`config.mk`:
```
export PLATFORM = sky130hd
export DESIGN_NAME = store_result_monitor
export DESIGN_NICKNAME = d
export VERILOG_FILES = /design/src/rtl/store_result_monitor.sv
export SDC_FILE = /design/constraint.sdc
export NUM_CORES = 1
export LEC_CHECK = 0
export BUFFER_PORTS_ARGS = -buffer_cell sky130_fd_sc_hd__buf_2
export CAP_MARGIN = 10
export CORE_UTILIZATION = 24
export CTS_CLUSTER_SIZE = 25
export DETAILED_ROUTE_END_ITERATION = 16
export PLACE_DENSITY_LB_ADDON = 0.15
export SLEW_MARGIN = 20
export SYNTH_ARGS = -nofsm -noshare
export SYNTH_HDL_FRONTEND = slang
export SYNTH_SLANG_ARGS = --single-unit
```
`constraint.sdc`:
```
create_clock -name clk -period 13.15 [get_ports clk]
set_input_delay 1.315 -clock clk [delete_from_list [all_inputs] [get_ports clk]]
set_output_delay 1.315 -clock clk [all_outputs]
set_load 0.005 [all_outputs]
```
`src/rtl/store_result_monitor.sv`:
```
// store_result_monitor: classifies processor stores into a sticky pass/fail/timeout verdict and logs them in a show-ahead FIFO
// Ports: clk, reset (async active-low); memwrite/dataadr/writedata store port; rd_en log pop;
//        done/pass/fail/timeout verdict; store_count; log_valid/log_addr/log_data/log_count/log_overflow log readout
module store_result_monitor #(
  parameter logic [31:0] PASS_ADDR   = 32'd84,
  parameter logic [31:0] PASS_DATA   = 32'd7,
  parameter logic [31:0] IGNORE_ADDR = 32'd80,
  parameter int          TIMEOUT     = 1024,
  parameter int          LOG_DEPTH   = 8
) (
  input  logic                         clk,
  input  logic                         reset,
  input  logic                         memwrite,
  input  logic [31:0]                  dataadr,
  input  logic [31:0]                  writedata,
  input  logic                         rd_en,
  output logic                         done,
  output logic                         pass,
  output logic                         fail,
  output logic                         timeout,
  output logic [15:0]                  store_count,
  output logic                         log_valid,
  output logic [31:0]                  log_addr,
  output logic [31:0]                  log_data,
  output logic [$clog2(LOG_DEPTH):0]   log_count,
  output logic                         log_overflow
);
  localparam int CW = $clog2(TIMEOUT);
  localparam int PW = $clog2(LOG_DEPTH);
  localparam int LW = PW + 1;
  localparam logic [CW-1:0] LAST_CYC = CW'(TIMEOUT - 1);
  typedef enum logic [1:0] {RUN, PASS, FAIL, TOUT} state_e;
  state_e state_q, state_d;
  logic [CW-1:0] cyc_q, cyc_d;
  logic [15:0] cnt_q, cnt_d;
  logic [PW-1:0] wr_q, wr_d, rd_q, rd_d;
  logic [LW-1:0] lcnt_q, lcnt_d;
  logic ovf_q, ovf_d;
  logic [31:0] mem_addr [LOG_DEPTH];
  logic [31:0] mem_data [LOG_DEPTH];
  logic run, push, pop, full, accept, hit, bad;
  always_comb begin
    run    = state_q == RUN;
    push   = run & memwrite;
    pop    = rd_en & log_valid;
    full   = lcnt_q == LW'(LOG_DEPTH);
    // a pop on the same edge frees the slot the push needs
    accept = push & (!full | pop);
    hit    = push & (dataadr == PASS_ADDR) & (writedata == PASS_DATA);
    bad    = push & (dataadr != IGNORE_ADDR);
    // a verdict-producing store on the last cycle outranks the timeout
    state_d = !run ? state_q : hit ? PASS : bad ? FAIL : (cyc_q == LAST_CYC) ? TOUT : RUN;
    cyc_d   = run ? cyc_q + 1'b1 : cyc_q;
    cnt_d   = (push && cnt_q != 16'hFFFF) ? cnt_q + 16'd1 : cnt_q;
    wr_d    = accept ? wr_q + 1'b1 : wr_q;
    rd_d    = pop ? rd_q + 1'b1 : rd_q;
    lcnt_d  = lcnt_q + LW'(accept) - LW'(pop);
    ovf_d   = ovf_q | (push & !accept);
  end
  always_ff @(posedge clk or negedge reset) begin
    if (!reset) begin
      state_q <= RUN;
      cyc_q   <= '0;
      cnt_q   <= '0;
      wr_q    <= '0;
      rd_q    <= '0;
      lcnt_q  <= '0;
      ovf_q   <= 1'b0;
    end else begin
      state_q <= state_d;
      cyc_q   <= cyc_d;
      cnt_q   <= cnt_d;
      wr_q    <= wr_d;
      rd_q    <= rd_d;
      lcnt_q  <= lcnt_d;
      ovf_q   <= ovf_d;
    end
  end
  always_ff @(posedge clk) begin
    if (accept) begin
      mem_addr[wr_q] <= dataadr;
      mem_data[wr_q] <= writedata;
    end
  end
  assign pass         = state_q == PASS;
  assign fail         = state_q == FAIL;
  assign timeout      = state_q == TOUT;
  assign done         = pass | fail | timeout;
  assign store_count  = cnt_q;
  assign log_valid    = lcnt_q != '0;
  assign log_addr     = log_valid ? mem_addr[rd_q] : 32'd0;
  assign log_data     = log_valid ? mem_data[rd_q] : 32'd0;
  assign log_count    = lcnt_q;
  assign log_overflow = ovf_q;
endmodule

```
# Word level (Yosys, flattened, before mapping)
# Memory sizes are Yosys's and may differ from the RTL's.
# Cells that the tools add are included.
totals:
  reg_bits: 39
  ram_bits: 512
  in_bits: 68
  elab_cells: 47
  n_memories: 2
memory_table:
  columns: ["memory", "depth", "word_bits", "read_ports", "rd_clocked_by_memory_dff", "wr", "line_no", "source"]
  rows:
  - ["mem_addr", 8, 32, 1, 0, 1, "39", "logic [31:0] mem_addr [LOG_DEPTH];"]
  - ["mem_data", 8, 32, 1, 0, 1, "40", "logic [31:0] mem_data [LOG_DEPTH];"]
classes:
  add_sub_neg: 6
  eq_ne: 9
  muxes: 7
  n_bitwise: 11
  reduce_logical: 5
ops:
  columns: ["op", "count"]
  rows:
  - ["$mux W32", 2]
  - ["$eq A32 B3 Y1 const B", 1]
  - ["$eq A32 B7 Y1 const B", 1]
  - ["$ne A32 B7 Y1 const B", 1]
  - ["$add A16 B1 Y16 const B", 1]
  - ["$ne A16 B16 Y1 const B", 1]
  - ["$add A10 B1 Y10 const B", 1]
  - ["$eq A10 B10 Y1 const B", 1]
  - ["$and A1 B1 Y1", 7]
  - ["$add A3 B1 Y3 const B", 2]
  - ["$mux W2", 3]
  - ["$add A4 B1 Y4", 1]
  - ["$eq A2 B2 Y1 const B", 2]
  - ["$eq A4 B4 Y1 const B", 1]
  - ["$or A1 B1 Y1", 4]
  - ["$reduce_bool A4 Y1", 1]
  - ["$sub A4 B1 Y4", 1]
  - ["$eq A2 B1 Y1 const B", 1]
  - ["$logic_not A1 Y1", 2]
  - ["$logic_not A2 Y1", 1]
  - ["$mux W1", 2]
  - ["$logic_and A1 B1 Y1", 1]

# Longest topological paths before layout
depth:
  ltp_word: 7
  mapped_depth: 11
  depth_no_buf: 11

# Least setup slack after synthesis
# OpenSTA, ideal clock, no wires.
synth_path:
  path_kind: "input to register"
  start: "input port memwrite"
  end: "memory mem_addr[0][0] (enable)"
  setup_time_ns: 0.644
  arrival_time_ns: 7.830
  setup_slack_ns: 4.676
  stages: 3
  path_buffers: 0
  cell_sequence: "nor3b_2 -> nand2_1 -> nor4_1"
synth_between:
  elab_chain_len: 4
synth_rtl:
  columns: ["item", "line_no", "source"]
  rows:
  - ["from (decl)", "13", "input logic memwrite,"]
  - ["$and A1 B1 Y1", "44", "push = run & memwrite;"]
  - ["$and A1 B1 Y1", "48", "accept = push & (!full | pop);"]
  - ["$mux W1", "80", "if (accept) begin"]
  - ["$mux W1 (implied by the code)", "81", "mem_addr[wr_q] <= dataadr;"]
  - ["to (decl)", "39", null]
# Every way passes these cells.

# Worst setup path in the final report
layout_path:
  start: "register rd_q[1]"
  end: "output port log_addr[4]"
layout_between:
  elab_chain_len: 2
layout_rtl:
  columns: ["item", "line_no", "source"]
  rows:
  - ["from (decl)", "36", "logic [PW-1:0] wr_q, wr_d, rd_q, rd_d;"]
  - ["from (signal assigned)", "74", "rd_q <= rd_d;"]
  - ["$mem_v2 Z8 W32", null, null]
  - ["$mux W32", "91", "assign log_addr = log_valid ? mem_addr[rd_q] : 32'd0;"]
  - ["to (decl)", "23", "output logic [31:0] log_addr,"]
# Every way passes these cells.

==> impl_metrics.py <==
metrics = {
    "status": {
        "run_status": "finished with violations",
        "violations": "design-rule violations",
    },
    "worst_setup_path": {
        "timing.critical_path.from_type": "register",
        "delay_of_the_slowest_cell_on_the_worst_path_ns": 0.80,
        "worst-path-buf-inv": 3,
        "timing.critical_path.max_delay_family": "buffers and inverters",
        "cp-end-kind": "output port",
        "critPathMaxFanout": 50,
        "cp_cell_sequence": "buf_4 > buf_4 > mux4_2 > mux2i_1 > nor2_1 > buf_2",
        "worst-endpoint-arrival_ns": 3.92,
        "slowest_stage": "sky130_fd_sc_hd__dfrtp_4",
        "worstSetupPathType": "reg2out",
        "path_common_cell": "sky130_fd_sc_hd__buf_4",
        "cp_data_required_time_ns": 11.84,
    },
    "synth": {
        "synth_cell_types": 48,
        "syn_avg_cell_area_um2": 21.2,
        "synthCells": 1011,
        "netlist_area_mm2": 0.0214,
        "synth.yosys.seq_area_share": 0.762,
        "count_of_flip_flops_with_a_built_in_enable_after_synthesis": 512,
        "mappedNetlistNets": 1089,
        "ys.warnings.count": 0,
        "synth_ff_type": "sky130_fd_sc_hd__edfxtp_1",
        "async_reset_ff_frac": 0.0708,
        "postSynthRegisterBits": 551,
    },
    "floorplanning": {
        "pin_count": 158,
        "core_region_area_mm2": 0.0885,
        "die_boundary_width_um": 301,
        "die-area_mm2": 0.0906,
        "row_count": 109,
        "die_h_um": 301,
        "start_util": 0.242,
    },
    "drt": {
        "drtPass1Iterations": 10,
        "wl_per_cell_um": 22.8,
        "routed_wl_um": 55300,
        "drc": 16,
        "detailedRoute.firstIterationViolations": 685,
        "detailroute.via_count": 10400,
        "route.detailed.vias_per_inst": 4.28,
        "detail-route-antenna-nets": 0,
    },
    "cts": {
        "clock_sinks": 551,
        "cts.reportedPaths.clkPinSlew_ns": 0.06,
        "clock_insertion_delay_worst_skew_ns": 0.59,
        "number_of_buffers_between_clock_root_and_the_deepest_sink": 3,
        "post_cts.repair.setup_buffers": 0,
        "htree_num_levels": 3,
        "cts-root-buf": "sky130_fd_sc_hd__clkbuf_16",
        "clock_tree_from_tritoncts": "yes",
        "cts.repair.resized": 0,
        "total_cts_buffers": 66,
        "cts.hold.buffers_added": 0,
    },
    "job": {
        "maxCapViolations": 0,
    },
    "sta": {
        "tns_ns": 0,
        "fin_crit_ns": 5.23,
        "finalClockSkew_ns": 0.0265,
        "final_cycle_utilization_of_the_critical_path": 0.398,
        "drv_slew": 0,
        "grt_setup_unrepaired": "false",
        "postLayoutSetupSlackWorst_ns": 7.92,
        "final.hold.worst_slack_ns": 0.469,
        "slew-limit-headroom": 0.329,
        "timing_hold_violations_final": 0,
        "worstMarginPinSlew_ns": 1.01,
        "setup_viol": 0,
        "fmaxAchievable_mhz": 191,
    },
    "layout": {
        "drive_above_1_share": 0.333,
        "finish.net_count": 1289,
        "synthToLayoutAreaGrowth_pct": 19.9,
        "layout.cells.most_common": "sky130_fd_sc_hd__edfxtp_1",
        "most-common-layout-cells": "sky130_fd_sc_hd__edfxtp_1, sky130_fd_sc_hd__buf_2, sky130_fd_sc_hd__mux4_2",
    },
    "power": {
        "power.share.switching": 0.285,
        "seqPwrFrac": 0.409,
        "power-per-cell-area_mw_per_mm2": 191,
        "cellInternalPower_w": 0.00352,
        "worst_ir_drop_vdd_uv": 114,
        "power_frac_comb": 0.248,
        "power.static_leakage_nw": 8.59,
        "power_frac_clock": 0.342,
        "power.switching_w": 0.00140,
    },
    "global_routing": {
        "antenna_violations_before_repair": 13,
        "grt.total_usage": 0.123,
        "grt_pass1_wl_um": 80700,
        "grt-ovfl-total": 0,
        "grt_pass1_vias": 11300,
        "pin_count_of_the_biggest_net_entering_global_routing": 102,
    },
    "placed_design": {
        "place_ws_ns": 8.38,
        "number_of_port_buffers": 157,
        "place.gp.congestion": 0.693,
        "hpwl_um": 31400,
    },
    "min_path": {
        "holdCritPathClass": "reg2reg",
    },
}
Yosys cell counts (6+ instances only):
cell | n | share of area
sky130_fd_sc_hd__edfxtp_1 | 512 | 0.72
sky130_fd_sc_hd__mux4_2 | 128 | 0.13
sky130_fd_sc_hd__nor2_1 | 79 | 0.014
sky130_fd_sc_hd__mux2i_1 | 64 | 0.030
sky130_fd_sc_hd__dfrtp_1 | 39 | 0.045
sky130_fd_sc_hd__buf_2 | 19 | 0.0044
sky130_fd_sc_hd__nand2_1 | 18 | 0.0031
sky130_fd_sc_hd__xnor2_1 | 18 | 0.0073
sky130_fd_sc_hd__clkbuf_1 | 16 | 0.0028
sky130_fd_sc_hd__nor4_1 | 13 | 0.0038
sky130_fd_sc_hd__nand3_1 | 11 | 0.0026
sky130_fd_sc_hd__nand4_1 | 10 | 0.0029
sky130_fd_sc_hd__xor2_1 | 10 | 0.0041
sky130_fd_sc_hd__ha_1 | 9 | 0.0053
sky130_fd_sc_hd__inv_1 | 8 | 0.0014
sky130_fd_sc_hd__nor3_1 | 8 | 0.0019
sky130_fd_sc_hd__buf_1 | 6 | 0.0010
power groups by stage:
stage                     Clock, W  Combinational [W]  Sequential, W
after global placement           0            0.00128        0.00206
after floorplan                  0           0.000845        0.00197
final                      0.00168            0.00122        0.00201
after CTS                  0.00175            0.00128        0.00202
after global routing       0.00182            0.00135        0.00202
after detailed placement         0            0.00128        0.00206
metrics by stage:
step	util	cells	power [W]	cell area, um^2
6_report	0.290	2425	0.00492	25700
5_1_grt	0.290	2425	0.00519	25700
4_1_cts	0.290	2423	0.00505	25700
3_5_place_dp	0.268	2307	0.00333	23700
3_3_place_gp	0.268	2307	0.00334	23700
2_1_floorplan	-	1011	0.00282	21400
layout make-up:
| class | instances | area (um^2) |
|---|---|---|
| fillers | 8679 | 62800 |
| flip-flops and latches | 551 | 16400 |
| multi-input cells | 408 | 4910 |
| clock buffers | 81 | 1740 |
| well taps | 1165 | 1460 |
| repair buffers | 176 | 968 |
| clock inverters | 35 | 238 |
| inverters | 8 | 30.0 |
| diodes | 1 | 2.50 |
flip-flops by register name, summed over array words and instances, names as in the netlist, 2 cells and up:
register     flops
store_count     16
wr_q             3
state_q          2
mem_addr       256
mem_data       256
rd_q             3
cyc_q           10
log_count        4
layer usage:
layer / vias to the layer above / GRT usage / share of wire
met1: 5524 / 0.166 / 0.45
met5: - / 0 / 0.0020
met2: 178 / 0.198 / 0.48
met4: 18 / 0.0357 / 0.019
met3: 100 / 0.0292 / 0.048
li1: 4554 / - / -
final timing paths:
check	slack [ns]	endpoint	startpoint	cells after the start
max in group asynchronous	11.53	rd_q[0]$_DFFE_PN0N_	reset	1
setup / recovery	7.92	log_addr[4]	rd_q[1]$_DFFE_PN0N_	6
setup reg to reg	9.75	mem_addr[4][24]$_DFFE_PP_	state_q[1]$_DFFE_PN0N_	6
hold / removal	0.47	cyc_q[8]$_DFFE_PN0N_	cyc_q[8]$_DFFE_PN0N_	1
hold reg to reg	0.47	cyc_q[8]$_DFFE_PN0N_	cyc_q[8]$_DFFE_PN0N_	1
min in group asynchronous	0.89	store_count[1]$_DFFE_PN0P_	reset	1
worst reg2reg max path, cell delays in order, from the launching register on:
cell,delay [ns]
sky130_fd_sc_hd__dfrtp_1,0.49
sky130_fd_sc_hd__or3b_1,0.59
sky130_fd_sc_hd__a31oi_2,0.32
sky130_fd_sc_hd__nand2_1,0.27
sky130_fd_sc_hd__nor3_2,0.18
sky130_fd_sc_hd__buf_4,0.43
sky130_fd_sc_hd__buf_4,0.70
cell families after synthesis:
group,synth area share
adder cells (fa/ha/maj),0.00618
AO/OA/AOI/OAI,0.00554
multiplexers,0.166
buffers and inverters,0.0111
XOR/XNOR,0.0114
AND/OR/NAND/NOR,0.0371
flip-flops,0.762
No activity file was read; power rests on OpenSTA's default activity.
